**config.mk**
```make
export PLATFORM = sky130hd
export DESIGN_NAME = fifo_read_ctrl
export DESIGN_NICKNAME = d
export VERILOG_FILES = /design/src/rtl/fifo_read_ctrl.sv
export SDC_FILE = /design/constraint.sdc
export NUM_CORES = 1
export LEC_CHECK = 0
export ABC_AREA = 1
export BUFFER_PORTS_ARGS = -buffer_cell sky130_fd_sc_hd__buf_2
export CAP_MARGIN = 0
export CELL_PAD_IN_SITES_DETAIL_PLACEMENT = 1
export CELL_PAD_IN_SITES_GLOBAL_PLACEMENT = 1
export CORE_UTILIZATION = 32
export CTS_CLUSTER_DIAMETER = 100
export DETAILED_ROUTE_END_ITERATION = 12
export HOLD_SLACK_MARGIN = 0.15
export PLACE_DENSITY = 0.71
export SYNTH_ARGS = -nofsm -noshare
export SYNTH_HDL_FRONTEND = slang
export SYNTH_SLANG_ARGS = --single-unit
```
**constraint.sdc**
```tcl
create_clock -name i_rclk -period 1.2 [get_ports i_rclk]
set_input_delay 0.06 -clock i_rclk [delete_from_list [all_inputs] [get_ports i_rclk]]
set_output_delay 0.06 -clock i_rclk [all_outputs]
set_load 0.02 [all_outputs]
```
**src/rtl/fifo_read_ctrl.sv**
```systemverilog
// Async FIFO read side: read pointer, write-pointer sync, empty flag, output register.
// Optional synchronised fill level on o_rd_level when FIFO_RD_LEVEL_EN is defined.
module fifo_read_ctrl #(
  parameter int DEPTH = 16,
  parameter int WIDTH = 8,
  parameter int ADDR  = 4
) (
  input  logic             i_rclk,
  input  logic             i_rrst,
  input  logic [ADDR:0]    i_wptr_gray,
  input  logic [WIDTH-1:0] i_RD_Data,
  output logic [ADDR-1:0]  o_raddr,
  output logic [ADDR:0]    o_rptr_gray,
  output logic [WIDTH-1:0] o_data,
  output logic             o_valid,
  input  logic             i_ready,
`ifdef FIFO_RD_LEVEL_EN
  output logic [ADDR:0]    o_rd_level,
`endif
  output logic             o_empty
);

  localparam logic [ADDR:0] ONE = 1;

  if (DEPTH != (1 << ADDR)) begin : g_bad_depth
    $error("DEPTH must equal 2**ADDR");
  end

  logic [ADDR:0] wq1, wq2;
  logic [ADDR:0] rbin, rgray;
  logic [ADDR:0] rbin_nxt, rgray_nxt;
  logic          pop;

  // two-flop synchroniser for the write pointer
  always_ff @(posedge i_rclk) begin
    if (i_rrst) begin
      wq1 <= '0;
      wq2 <= '0;
    end else begin
      wq1 <= i_wptr_gray;
      wq2 <= wq1;
    end
  end

  // empty and pop decode from registered state only
  always_comb begin
    o_empty   = (rgray == wq2);
    pop       = !o_empty && (!o_valid || i_ready);
    rbin_nxt  = rbin + ONE;
    rgray_nxt = rbin_nxt ^ (rbin_nxt >> 1);
  end

  // read pointer and output register; pop refills, consume drains
  always_ff @(posedge i_rclk) begin
    if (i_rrst) begin
      rbin    <= '0;
      rgray   <= '0;
      o_data  <= '0;
      o_valid <= 1'b0;
    end else if (pop) begin
      rbin    <= rbin_nxt;
      rgray   <= rgray_nxt;
      o_data  <= i_RD_Data;
      o_valid <= 1'b1;
    end else if (o_valid && i_ready) begin
      o_valid <= 1'b0;
    end
  end

  assign o_raddr     = rbin[ADDR-1:0];
  assign o_rptr_gray = rgray;

`ifdef FIFO_RD_LEVEL_EN
  logic [ADDR:0] wbin_s;

  // Gray-to-binary of the synchronised write pointer
  always_comb begin
    wbin_s = '0;
    for (int i = 0; i <= ADDR; i++) begin
      wbin_s[i] = ^(wq2 >> i);
    end
  end

  assign o_rd_level = wbin_s - rbin;
`endif

endmodule

```
After elaboration in Yosys (flattened, before gate mapping). Index checks and enable logic that the tools add are counted.

Bits in registers: 29. Bits of input ports: 16.

Muxes and demuxes: 2. Add/subtract/negate cells: 1. Reductions and logical operators: 6. Equal/unequal tests: 1. Bitwise logic cells: 1.

Operator list (count): $add 5x1->5 const B (1); $eq 5x5->1 (1); $xor 5x4->5 (1); $logic_and 1x1->1 (2); $logic_not 1->1 (2); $mux 1 (2); $reduce_bool 2->1 (1); $logic_or 1x1->1 (1).

Depth between registers and ports, before layout.
Word-level depth: 4. Mapped depth: 10. Mapped depth without buffers: 10.

Worst setup path after synthesis. No wires, ideal clock.

Path kind: register to register. Start: reg rbin[0]. End: reg rgray[3] (netlist: o_rptr_gray[3]). Cell stages (with the launch flop): 11. Arrival time: 1289 ps. Setup time: 115 ps. Path slack: -204 ps. Path through: dfxtp_1 > ha_1 > nand3_1 > nand2_1 > nand2_1 > inv_1 > nand2_1 > nand2_1 > nand3_2 > nand2_1 > nor2_1.

Word-level cells in the longest chain between the ends: 2.

RTL lines: start: declaration (RTL line 30) `logic [ADDR:0] rbin, rgray;`; start signal: assignment (RTL line 61) `rbin <= rbin_nxt;`; $add 5x1->5 (RTL line 49) `rbin_nxt = rbin + ONE;`; $xor 5x4->5 (RTL line 50) `rgray_nxt = rbin_nxt ^ (rbin_nxt >> 1);`; end signal: assignment (RTL line 62) `rgray <= rgray_nxt;`; end: declaration (RTL line 30).

No other way between the ends. A chain may end at the register's enable or synchronous reset.

Worst setup path in the final report.
Start: reg rgray[0] (netlist: o_rptr_gray[0]). End: out o_empty.

Word-level cells in the longest chain between the ends: 1.

RTL lines: $eq 5x5->1 (RTL line 47) `o_empty = (rgray == wq2);`; end: declaration (RTL line 20) `output logic o_empty`.

No other way between the ends.

==> reports/metrics.yaml <==
yosys-top-cells-area: "dfxtp_1 (44%), nand2_1 (12%), nor2_1 (9.1%)"
final_common_cell: "nand2_1"
io_pins: 35
busiest_layer: "met2"
syn2layout_area_growth_pct: 59.5
cp-endpoint: "o_empty"
power.density_mw_per_mm2: 2560
holdCritPathClass: "primary input to flip-flop"
tightest_slew_ps: 505
drc: 0
yosys.area.top_type_share_pct: 43.7
antenna_cells: 0
arrival_ps: 1380
cp-start-kind: "flip-flop"
drtPass1Iterations: 4
clockBufferDepth: 2
cts_tree: "built"
synth_nets: 196
drv_cap: 0
wirelength_um: 4050
utilization_pct: 54.6
core_sq_mm: 0.00374
grt_max_degree: 21
path_class: "flip-flop to output pin"
antenna_found_initial: 0
r2r_end: "o_rptr_gray[3]"
vias_per_cell: 4.63
final_cell_mix: "nand2_1 (37), buf_2 (33), nor2_1 (28)"
setup-violations-final: 19
gp_congestion: 0.752
globalRouteMet2Util_pct: 38.7
fmax_mhz: 693
pre_cts_slack_ps: -110
min_period_ps: 1440
seqCellArea_sq_um: 591
gr-usage-met3_pct: 2.43
violations: "setup timing"
synth.yosys.seq_area_share_pct: 43.7
nFillCells: 487
port_buffers: 34
start_util_pct: 34.3
die_w_um: 65.3
dieArea_sq_mm: 0.00426
maxSlewViolCount: 0
grt_pass1_vias: 1431
setup_slack_ps: -242
cp-end-kind: "output pin"
yosysUniqueCellTypes: 22
critPathLaunch: "o_rptr_gray[0]"
wl_per_cell_um: 13.7
h-tree-depth: 1
vias: 1367
synth_area_sq_mm: 0.00128
p_leak_nw: 1.04
overflow: 0
rows: 22
reg2reg_slack_ps: -220
cts_inserted_buffers: 3
ys_ff_latch: 28
synthCells: 179
dp_hpwl_um: 2440
total_power_mw: 5.23
drive_above_1_share_pct: 40.1
worstPathMaxFanout: 3
die_y_um: 65.3
cts.sinks: 28
root_buffer: "clkbuf_8"
clock_skew_ps: 3.28
grt_usage_pct: 19.3
multi_input_comb_area_sq_um: 671
dr.first_iter.drc_count: 28
rsz0062_at_grt: "yes"
outcome: "finished with violations"
path_clk_slew_ps: 100
final_hold_viol_count: 0
synth_top_area_cell: "dfxtp_1"
nets: 265
detail-route-antenna-nets: 0
clk_latency_ps: 270
finalCritPeriodShare_pct: 120
rr_startpoint: "o_rptr_gray[0]"
synth_warnings: 0
avgSynthCellArea_sq_um: 7.16
timing.slew.headroom_pct: 66.1
grt_util_met1_pct: 20.5
reg2regPathDepth: 10
vdd_drop_max_uv: 960
worstPathRequired_ps: 1140
grt_pass1_wl_um: 6310
## where the power goes
part           leakage (nW)  internal [mW]  switching (mW)  total (mW)
logic                 0.770           1.44            1.72        3.16
registers             0.238           1.24           0.246        1.48
clock network        0.0288          0.294           0.293       0.586
total                  1.04           2.97            2.26        5.23
## critical path: stages, from the launching register on
cell and delay, ps:
dfxtp_4 390, nand2_2 60, inv_2 50, nor2_2 40
nor2_2 150, nand3b_4 100, buf_6 140, clkinvlp_4 70
buf_6 110
## stage by stage
| step | instance area [sq um] | std cells | TNS (ps) | hold slack [ps] |
|---|---|---|---|---|
| final | 2050 | 295 | -3290 | 155 |
| after global routing | 2050 | 295 | -4430 | 159 |
| after CTS | 2000 | 294 | -2380 | 168 |
| after detailed placement | 1640 | 266 | -1530 | 270 |
| after global placement | 1640 | 266 | -366 | 261 |
| after floorplan | 1330 | 179 | -3.82 | 129 |
## per-layer routing
metal	share of wire [%]	vias to the layer above
li1	-	688
met1	41	649
met2	56	25
met3	2.0	5
met4	1.2	0
met5	0	-
## final cells by class
cell class / instances / area share (%)
Multi-Input combinational cell: 118 / 32.8
Sequential cell: 28 / 28.9
Timing Repair Buffer: 73 / 28.1
Inverter: 24 / 4.59
Tap cell: 48 / 2.94
Clock buffer: 4 / 2.69
## state kept, by name, indices dropped and copies added, names as in the netlist
signal / cells
wq1: 5
wq2: 5
o_valid: 1
o_data: 8
rbin: 5
o_rptr_gray: 4
## timing repair
action,4_1_cts,5_1_grt
cloned,0,1
setup buffers,6,1
setup endpoints to repair,19,19
hold endpoints to repair,18,0
pin swaps,9,7
resized for setup,28,7
hold buffers,18,0
## cells in the mapped netlist, drive strengths merged
cell,instances
nand3,8
ha,1
buf,6
xor2,3
nand3b,10
a21oi,16
clkbuf,3
inv,23
dfxtp,28
nor2,33
nand4,3
nand2,43
clkinv,1
xnor2,1
## cell families after synthesis
family / count (synthesis) / share of synthesized area [%]
AOI/OAI and AO/OA: 16 / 6.24
xor gates and xnor gates: 4 / 2.73
adders and majority gates: 1 / 0.975
buffers and inverters: 33 / 11.1
DFF: 28 / 43.7
and+or+nand+nor: 97 / 35.2
## how the worst min path moves through the flow
stage	from	cells after the start	to
after CTS	i_RD_Data[2]	4	o_data[2]
after floorplan	i_rrst	1	o_valid
final	i_RD_Data[2]	4	o_data[2]
after global routing	i_RD_Data[2]	4	o_data[2]
after global placement	i_wptr_gray[0]	3	wq1[0]
after detailed placement	i_wptr_gray[4]	3	wq1[4]
Note: power is estimated with default switching activity, not from simulation.
